File: src/rtl/cva6_feature_cfg_ctrl.sv
// Runtime feature-enable controller: accepts reconfiguration requests, drains the
// pipeline, applies the clamped enable vector and pulses a flush before responding.
//   IDLE  | waiting for a request, req_ready_o high
//   DRAIN | halting issue, waiting for pipeline idle or drain timeout
//   APPLY | pipeline empty, latch pending vector into feat_en
//   FLUSH | one-cycle flush pulse with new enables visible
//   RESP  | completion held until accepted
module cva6_feature_cfg_ctrl #(
  parameter int unsigned        NR_FEAT       = 8,
  parameter logic [NR_FEAT-1:0] FEAT_HW_MASK  = 8'hE1,
  parameter logic [NR_FEAT-1:0] RESET_FEAT    = 8'hC1,
  parameter int unsigned        DRAIN_TIMEOUT = 1024,
  parameter int unsigned        CNT_W         = $clog2(DRAIN_TIMEOUT)
) (
  input  logic               clk_i,
  input  logic               rst_i,
  input  logic               req_valid_i,
  output logic               req_ready_o,
  input  logic [NR_FEAT-1:0] req_feat_i,
  output logic               resp_valid_o,
  input  logic               resp_ready_i,
  output logic [1:0]         resp_status_o,
  output logic               halt_req_o,
  input  logic               pipeline_idle_i,
  output logic               flush_o,
  output logic [NR_FEAT-1:0] feat_en_o,
  output logic               busy_o
);

  localparam logic [1:0] ST_OK      = 2'b00;
  localparam logic [1:0] ST_CLAMPED = 2'b01;
  localparam logic [1:0] ST_TIMEOUT = 2'b10;
  localparam logic [CNT_W-1:0] CNT_MAX = CNT_W'(DRAIN_TIMEOUT - 1);

  // Only the eight defined feature bits may ever be set; anything above is reserved.
  function automatic logic [NR_FEAT-1:0] impl_mask();
    logic [NR_FEAT-1:0] m;
    for (int i = 0; i < int'(NR_FEAT); i++) begin
      m[i] = (i < 8) ? FEAT_HW_MASK[i] : 1'b0;
    end
    return m;
  endfunction

  localparam logic [NR_FEAT-1:0] IMPL_MASK = impl_mask();

  typedef enum logic [2:0] {
    IDLE  = 3'd0,
    DRAIN = 3'd1,
    APPLY = 3'd2,
    FLUSH = 3'd3,
    RESP  = 3'd4
  } state_e;

  state_e             state_q, state_d;
  logic [CNT_W-1:0]   cnt_q, cnt_d;
  logic [NR_FEAT-1:0] pend_q, pend_d;
  logic [NR_FEAT-1:0] feat_q, feat_d;
  logic               clamped_q, clamped_d;
  logic [1:0]         status_q, status_d;

  logic [NR_FEAT-1:0] req_pend;
  logic               req_clamped;

  // FP sub-formats are meaningless without the base FPU.
  always_comb begin
    req_pend = req_feat_i & IMPL_MASK;
    if (!req_pend[0]) begin
      req_pend[4:1] = 4'b0000;
    end
    req_clamped = (req_pend != req_feat_i);
  end

  always_comb begin
    state_d      = state_q;
    cnt_d        = cnt_q;
    pend_d       = pend_q;
    feat_d       = feat_q;
    clamped_d    = clamped_q;
    status_d     = status_q;
    req_ready_o  = 1'b0;
    resp_valid_o = 1'b0;
    halt_req_o   = 1'b0;
    flush_o      = 1'b0;

    case (state_q)
      IDLE: begin
        req_ready_o = 1'b1;
        if (req_valid_i) begin
          pend_d    = req_pend;
          clamped_d = req_clamped;
          if (req_pend == feat_q) begin
            status_d = req_clamped ? ST_CLAMPED : ST_OK;
            state_d  = RESP;
          end else begin
            cnt_d   = '0;
            state_d = DRAIN;
          end
        end
      end
      DRAIN: begin
        halt_req_o = 1'b1;
        if (pipeline_idle_i) begin
          state_d = APPLY;
        end else if (cnt_q == CNT_MAX) begin
          status_d = ST_TIMEOUT;
          state_d  = RESP;
        end else begin
          cnt_d = cnt_q + CNT_W'(1);
        end
      end
      APPLY: begin
        halt_req_o = 1'b1;
        feat_d     = pend_q;
        state_d    = FLUSH;
      end
      FLUSH: begin
        halt_req_o = 1'b1;
        flush_o    = 1'b1;
        status_d   = clamped_q ? ST_CLAMPED : ST_OK;
        state_d    = RESP;
      end
      RESP: begin
        resp_valid_o = 1'b1;
        if (resp_ready_i) begin
          state_d = IDLE;
        end
      end
      default: state_d = IDLE;
    endcase
  end

  always_ff @(posedge clk_i) begin
    if (rst_i) begin
      state_q   <= IDLE;
      cnt_q     <= '0;
      pend_q    <= '0;
      feat_q    <= RESET_FEAT & IMPL_MASK;
      clamped_q <= 1'b0;
      status_q  <= ST_OK;
    end else begin
      state_q   <= state_d;
      cnt_q     <= cnt_d;
      pend_q    <= pend_d;
      feat_q    <= feat_d;
      clamped_q <= clamped_d;
      status_q  <= status_d;
    end
  end

  assign resp_status_o = status_q;
  assign feat_en_o     = feat_q;
  assign busy_o        = (state_q != IDLE);

endmodule

File: config.mk
export PLATFORM = sky130hd
export DESIGN_NAME = cva6_feature_cfg_ctrl
export DESIGN_NICKNAME = d
export VERILOG_FILES = /design/src/rtl/cva6_feature_cfg_ctrl.sv
export SDC_FILE = /design/constraint.sdc
export NUM_CORES = 1
export LEC_CHECK = 0
export ABC_AREA = 1
export ABC_CLOCK_PERIOD_IN_PS = 3250
export BUFFER_PORTS_ARGS = -buffer_cell sky130_fd_sc_hd__buf_2
export CAP_MARGIN = 10
export CORE_MARGIN = 10
export CORE_UTILIZATION = 59
export CTS_CLUSTER_SIZE = 20
export DETAILED_ROUTE_END_ITERATION = 8
export GPL_TIMING_DRIVEN = 0
export PLACE_DENSITY = 0.95
export SYNTH_ARGS = -nofsm -noshare
export SYNTH_HDL_FRONTEND = slang
export SYNTH_SLANG_ARGS = --single-unit
File: constraint.sdc
create_clock -name clk_i -period 3.25 [get_ports clk_i]
set_input_delay 0.1625 -clock clk_i [delete_from_list [all_inputs] [get_ports clk_i]]
set_output_delay 0.1625 -clock clk_i [all_outputs]
set_load 0.05 [all_outputs]
=== Yosys cells after proc, flatten, opt, wreduce, memory -nomap -nowiden ===
Cells that the tools add are included.
W data, S select, Z words.

* Output and inout port bits: 15
* Flip-flop bits (word level): 24
* Word-level logic and storage cells: 53

* Eq/ne operators: 14
* $add $sub $neg: 1
* Reductions and logical operators: 10
* Mux-type cells: 22

{| class="wikitable"
|+ Operators by type and width
! kind !! number
|-
| $mux W10 || 4
|-
| $pmux W10 S2 || 1
|-
| $mux W3 || 5
|-
| $pmux W3 S5 || 1
|-
| $ne A2 B2 Y1 const B || 7
|-
| $add A10 B1 Y10 const B || 1
|-
| $eq A10 B10 Y1 const B || 1
|-
| $reduce_and A5 Y1 || 2
|-
| $mux W2 || 4
|-
| $eq A3 B2 Y1 const B || 2
|-
| $mux W1 || 6
|-
| $pmux W2 S3 || 1
|-
| $reduce_bool A3 Y1 || 2
|-
| $eq A4 B4 Y1 || 1
|-
| $reduce_bool A4 Y1 || 1
|-
| $eq A3 B1 Y1 const B || 1
|-
| $eq A3 B3 Y1 const B || 1
|-
| $logic_not A3 Y1 || 1
|-
| $ne A3 B3 Y1 const B || 1
|-
| $reduce_and A3 Y1 || 1
|-
| $reduce_or A3 Y1 || 1
|-
| $reduce_and A2 Y1 || 1
|-
| $reduce_bool A2 Y1 || 1
|}

=== Depth between registers and ports, before layout ===
Gate-level depths: netlist of run 1.

* Depth in word-level cells: 5
* Gate-level depth with buffers: 10
* Mapped depth without buffers: 9

=== Worst setup path before layout of run 1 ===
OpenSTA, ideal clock, no wires.

* Path kind: flip-flop to flip-flop
* Start: register state_q[2]
* End: register status_q[0], in the netlist resp_status_o[0]
* Required time: 3.133 ns
* Arrival: 1.739 ns
* Setup slack: 1.395 ns
* Stages on the path, launching flop included: 8
* Cells stage by stage: dfxtp_1 -> inv_2 -> nor2_1 -> nand2_1 -> nand2_1 -> a21oi_1 -> a21oi_1 -> nor2_1

* Cells in the longest elaborated chain, start to end: 3

{| class="wikitable"
|+ RTL lines
! element !! line !! RTL
|-
| from (decl) || 54 || <nowiki>state_e state_q, state_d;</nowiki>
|-
| from (signal assigned) || 141 || <nowiki>state_q <= state_d;</nowiki>
|-
| $eq A3 B1 Y1, or another cell as far along || 85 || <nowiki>case (state_q)</nowiki>
|-
| $ne A2 B2 Y1 (no source line) / $reduce_bool A3 Y1 (equally long branches) || n/a ||
|-
| $reduce_and A5 Y1 (no source line) || n/a ||
|-
| to (signal assigned) || 146 || <nowiki>status_q <= status_d;</nowiki>
|-
| to (decl) || 59 || <nowiki>logic [1:0] status_q, status_d;</nowiki>
|}

Several ways; a longest one is shown, not always the timed one.
A chain may end at the register's enable or synchronous reset.

=== Worst setup path after layout of run 1 ===
* Start: register cnt_q[0]
* End: register status_q[0], in the netlist resp_status_o[0]

* Cells in the longest elaborated chain, start to end: 3

{| class="wikitable"
|+ RTL lines
! element !! line !! RTL
|-
| from (decl) || 55 || <nowiki>logic [CNT_W-1:0] cnt_q, cnt_d;</nowiki>
|-
| from (signal assigned) || 142 || <nowiki>cnt_q <= cnt_d;</nowiki>
|-
| $eq A10 B10 Y1 || 104 || <nowiki>end else if (cnt_q == CNT_MAX) begin</nowiki>
|-
| $ne A2 B2 Y1 (no source line) || n/a ||
|-
| $reduce_and A5 Y1 (no source line) || n/a ||
|}

No other way between the ends.

==> results of run 1 <==
## power breakdown
group          leakage, nW  switching [mW]  internal, mW
combinational        0.609           0.480         0.185
sequential           0.196          0.0489         0.352
clock               0.0138          0.0885        0.0435
total                0.818           0.617         0.581
## flip-flops by register name (all words and copies together), names as in the netlist
name and flops:
resp_status_o 2, pend_q 4, state_q 3, feat_en_o 4, clamped_q 1, cnt_q 10
## cell families after synthesis
kind of cell | after synthesis
other cells | 1
fa+ha+maj | 1
simple gates | 136
flops | 24
compound gates | 30
buf+inv | 43
## area by class of cell
cell class / count / area (um2) / area share [%]
multi-input combinational: 171 / 845 / 50.1
timing repair buffer: 22 / 110 / 6.53
inverter: 34 / 133 / 7.86
clock buffer: 3 / 22.5 / 1.34
buffer: 9 / 58.8 / 3.49
tap: 30 / 37.5 / 2.23
sequential: 24 / 480 / 28.5
## worst register-to-register path: cells and delay by family (launching register included)
family | cells | cell delay (ns)
AO/OA/AOI/OAI | 1 | 0.29
AND/OR/NAND/NOR | 6 | 0.71
flip-flops | 1 | 0.47
adder cells (fa/ha/maj) | 1 | 0.26
## layout by cell type, fill, tap and decap left out, types with 2 or more instances in the layout
master    Yosys  layout
a21oi_1      22      22
buf_2         2      24
buf_4         4       4
clkbuf_1      2       2
clkbuf_4      0       3
conb_1        1       4
dfxtp_1      24      24
inv_1        30      30
inv_2         3       3
nand2_1      69      69
nand2_4       3       3
nand3_1      13      13
nand3_4       2       2
nand4_1      11      11
nor2_1       28      28
nor3_1        3       3
o21ai_0       6       6
## layer usage
metal,vias to the layer above,wire length (um),track usage [%]
li1,797,-,-
met1,697,1590,15.0
met2,27,1790,26.7
met3,6,129,2.54
met5,-,0,0
met4,0,42,5.70
## worst max path at each step
stage | endpoint | slack (ns) | cells after the start
2_1_floorplan | resp_status_o[0] | 1.39 | 7
3_3_place_gp | cnt_q[9] | 1.52 | 9
3_5_place_dp | resp_status_o[0] | 1.45 | 8
4_1_cts | resp_status_o[0] | 1.44 | 8
5_1_grt | resp_status_o[0] | 1.17 | 8
6_report | resp_status_o[0] | 1.45 | 8
==> reports/results.ini, run 1 <==
[timing]
rsz0062_at_grt=false
whs_ns=0.121
max_slew.worst_pin.slew_ns=0.744
fmax_ghz=0.557
setup_tns_ns=0
slew_viol_final=0
setup_viol=0
setup_ws_ns=1.45
fin_crit_ns=1.80
relSlewSlack_pct=50.0
hold_viol=0
clock-skew-final_ns=0.0130
post-route-period-util_pct=55.3

[route]
first_pass_iters=4
vias_per_cell=5.21
wl_um=3550
drt-initial-drc-count=153
dr_total_vias=1527
ant_nets=0
drc=0
wire_per_inst_um=12.1

[global_routing]
grtUsageTotal_pct=14.2
antenna_found_initial=0
overflow=0
grt_pass1_wl_um=6220
grt_pass1_vias=1550
grt_max_degree=13

[final_layout]
diodes=0
final_cells=293
utilization_pct=68.7
nNetsFinal=279
drive_gt1_share_pct=17.9
areaGrowthSynthToFinish_pct=12.1
fin_area_um2=1690
fill_cells=219

[clock_tree]
clkSinkCount=24
cts_tree=built
cts_hold_buf=0
cts_resized=0
cts-buffers-inserted=3
h-tree-depth=1
clkSlewWorstSetupHoldPaths_ns=0.13
post_cts_buffers=0
clk_latency_ns=0.32
clock_path_buffers=2
cts-root-buf=clkbuf_4

[place]
gp_congestion=0.823
place_ws_ns=1.45
dp_hpwl_um=2720
io_buffers=22
placed_area_um2=1660
dp_cells=290

[synth]
netlist_area_um2=1510
synth_top_family_by_area=simple AND/OR/NAND/NOR gates
syn_inst=235
synth_mux_area_share_pct=0
ys.flop_type=dfxtp_1
async_reset_ff_share_pct=0
yosysUniqueCellTypes=28
synth-seq-cells=24
yosysTopAreaCell=dfxtp_1
synth.most_common_cell=nand2_1
yosysWarnings=0
synth_compound_area_share_pct=10.4
yosys.area_share.simple_pct=43.9
synthTopCellsByCount=nand2_1, inv_1, nor2_1
netlist_top_cells_area=dfxtp_1, nand2_1, inv_1
ys_seq_area_share_pct=31.9
synth_top_area_share_pct=31.9
yosys.area_share.adder_pct=0.831
syn_area_per_cell_um2=6.41
synth_xor_area_share_pct=0
synth_edf_count=0

[floorplanning]
die_area_um2=4970
core-area_um2=2450
start_util_pct=61.3
io_pins=28
die_width_um=70.5
fp-row-count=18
die_height_um=70.5

[critical_path]
start_kind=flip-flop
r2r_cells=8
cpPeakStageDelay_ns=0.47
crit_top_cell=nand2_1
r2r_start=cnt_q[0]
worstPathMaxFanout=7
critPathSlowestCell=dfxtp_1
crit_type=flip-flop to flip-flop
cp.required_ns=3.48
end_kind=flip-flop
worstReg2RegEnd=resp_status_o[0]
path_cells=ha_1 -> nand2_1 -> nor2_2 -> nand3_1 -> a21oi_1 -> nand3b_1 -> nand2_1 -> nor2_1
cp_num_buf_inv=0
crit_start=cnt_q[0]
cp.arrival_ns=2.03
path_delay_family=simple AND/OR/NAND/NOR gates
reg2reg_slack_ns=1.45

[worst_hold_path]
worstHoldPathType=primary input to flip-flop
hp-start=resp_ready_i
hold_depth=4
whs_endpoint=state_q[2]

[flow_run]
maxCapViolations=0

[power_and_ir_drop]
p_leak_nw=0.818
ir_drop_uv=687
powerDensity_nw_per_um2=710
finalPower_mw=1.20

[run_status]
outcome=finished clean

No activity file was read; power rests on OpenSTA's default activity.
==> run 2, diff against run 1 <==
ABC_AREA = 0   (was 1)
ABC_CLOCK_PERIOD_IN_PS = 1700   (was 3250)
CORE_UTILIZATION = 53   (was 59)
PLACE_DENSITY = 0.89   (was 0.95)
clock period = 1.7 ns   (was 3.25 ns; I/O delays follow)
==> reports/results.ini, run 2 <==
[floorplanning]
die_area_um2=4880
start_util_pct=57.3
die_height_um=69.8
die_width_um=69.8
fp-row-count=17
io_pins=28
core-area_um2=2300

[timing]
hold_viol=0
slew_viol_final=0
setup_ws_ns=-0.115
fmax_ghz=0.551
whs_ns=0.00235
max_slew.worst_pin.slew_ns=0.583
relSlewSlack_pct=61.1
fin_crit_ns=1.82
rsz0062_at_grt=true
clock-skew-final_ns=0.00593
post-route-period-util_pct=107
setup_tns_ns=-0.289
setup_viol=8

[worst_hold_path]
worstHoldPathType=primary input to flip-flop
hp-start=req_feat_i[6]
whs_endpoint=pend_q[6]
hold_depth=3

[flow_run]
maxCapViolations=0

[synth]
synth-seq-cells=24
synth_top_family_by_area=simple AND/OR/NAND/NOR gates
syn_area_per_cell_um2=8.28
yosys.area_share.simple_pct=26.9
yosysUniqueCellTypes=46
ys.flop_type=dfxtp_1
netlist_area_um2=1320
yosys.area_share.adder_pct=0.951
async_reset_ff_share_pct=0
netlist_top_cells_area=dfxtp_1, a21oi_1, nor2_1
yosysTopAreaCell=dfxtp_1
syn_inst=159
synth.most_common_cell=dfxtp_1
ys_seq_area_share_pct=36.5
synth_edf_count=0
synth_top_area_share_pct=36.5
synthTopCellsByCount=dfxtp_1, nor2_1, nand2_1
synth_xor_area_share_pct=2.66
yosysWarnings=0
synth_mux_area_share_pct=1.62
synth_compound_area_share_pct=23.4

[route]
dr_total_vias=1448
vias_per_cell=6.27
ant_nets=0
drt-initial-drc-count=184
wire_per_inst_um=17.1
wl_um=3960
first_pass_iters=5
drc=0

[power_and_ir_drop]
ir_drop_uv=857
powerDensity_nw_per_um2=1140
p_leak_nw=0.715

[final_layout]
top_register=cnt_q
areaGrowthSynthToFinish_pct=34.3
fin_area_um2=1770
mostFrequentLayoutCells=buf_2, buf_4, nand2_1
fill_cells=161
final_common_cell=buf_2
utilization_pct=77.0
drive_gt1_share_pct=40.4
seq_area_um2=498
multi_input_area_um2=828
nNetsFinal=218
largest_reg_flops=10
diodes=0

[run_status]
outcome=finished, violations left
violations=setup timing

[critical_path]
crit_top_cell=buf_6
reg2reg_slack_ns=-0.12
r2r_start=state_q[2]
cp_num_buf_inv=2
end_kind=flip-flop
start_kind=flip-flop
crit_type=flip-flop to flip-flop
worstReg2RegEnd=resp_status_o[0]
worstPathMaxFanout=4
critPathSlowestCell=or3b_4
path_delay_family=simple AND/OR/NAND/NOR gates
cp.required_ns=1.92
r2r_cells=6
path_cells=buf_6 -> or3b_4 -> buf_6 -> nor2_1 -> nor4_4 -> mux2_1
cpPeakStageDelay_ns=0.41
cp.arrival_ns=2.04

[global_routing]
overflow=0
grt_pass1_wl_um=6220
grtUsageTotal_pct=14.6
grt_max_degree=14
antenna_found_initial=0
grt_pass1_vias=1311

[place]
place_ws_ns=-0.213
dp_hpwl_um=2540
gp_congestion=0.892
placed_area_um2=1510
io_buffers=22

[clock_tree]
cts_hold_buf=0
cts_tree=built
h-tree-depth=1
clkSinkCount=24
cts-buffers-inserted=3
clock_path_buffers=2
cts-root-buf=clkbuf_4
clkSlewWorstSetupHoldPaths_ns=0.14
clk_latency_ns=0.32

-- run 2: cell types whose count changed in the layout (fill, tap and decap cells not counted), moves of 6 or more --
cell	previous run	this run
a21oi_1	22	12
buf_4	4	19
dfxtp_1	24	14
dfxtp_2	0	8
inv_1	30	2
nand2_1	69	15
nand3_1	13	5
nand4_1	11	3
nor2_1	28	13
nor2b_1	0	6
-- run 2: kinds of logic after synthesis --
kind of cell               Yosys count
and+or+nand+nor                     68
AOI/OAI and AO/OA                   42
xor gates and xnor gates             4
muxes                                2
DFF                                 24
adders and majority gates            1
buffers and inverters               17
other                                1
-- run 2: worst max-delay path by stage --
stage	from	endpoint	cells past startpoint
global route	state_q[2]	resp_status_o[0]	6
detailed placement	cnt_q[0]	resp_status_o[0]	5
CTS	state_q[2]	cnt_q[7]	6
floorplan	state_q[1]	clamped_q	8
global placement	state_q[1]	cnt_q[0]	7
finish	state_q[2]	resp_status_o[0]	6
-- run 2: cell type report --
class,instances,area share (%)
buffer,11,4.67
clock buffer,4,2.05
inverter,3,0.920
multi-input combinational,121,46.9
sequential,24,28.2
tap,28,1.98
timing repair buffer,40,15.4
-- run 2: what timing repair did --
item / in CTS / in global routing
setup endpoints to repair: 14 / 20
buffers inserted: 11 / 7
resized for setup: 14 / 17
hold endpoints to repair: 0 / 0
pin swaps: 11 / 11
-- run 2: stage by stage --
stage	total power [mW]	std cells
final	2.01	231
after global routing	2.10	231
after CTS	1.84	225
after detailed placement	1.41	212
after global placement	1.39	212
after floorplan	1.25	162
-- run 2: layer usage --
layer	track usage [%]	up-vias	wire, um
met3	2.43	21	352
li1	-	658	-
met2	25.9	95	1990
met5	0	-	0
met4	4.57	0	121
met1	17.2	674	1500
-- run 2: where the power goes --
group	internal (mW)	switching [mW]	leakage, nW
Clock	0.131	0.183	0.0210
Combinational	0.450	0.587	0.496
Sequential	0.617	0.0462	0.198
Total	1.20	0.816	0.715
-- run 2: worst reg2reg max path: cells and delay by family, from the launching register on --
kind	cells	cell delay, ns
buffers and inverters	2	0.26
flip-flops	1	0.36
multiplexers	1	0.34
AND/OR/NAND/NOR	3	0.76
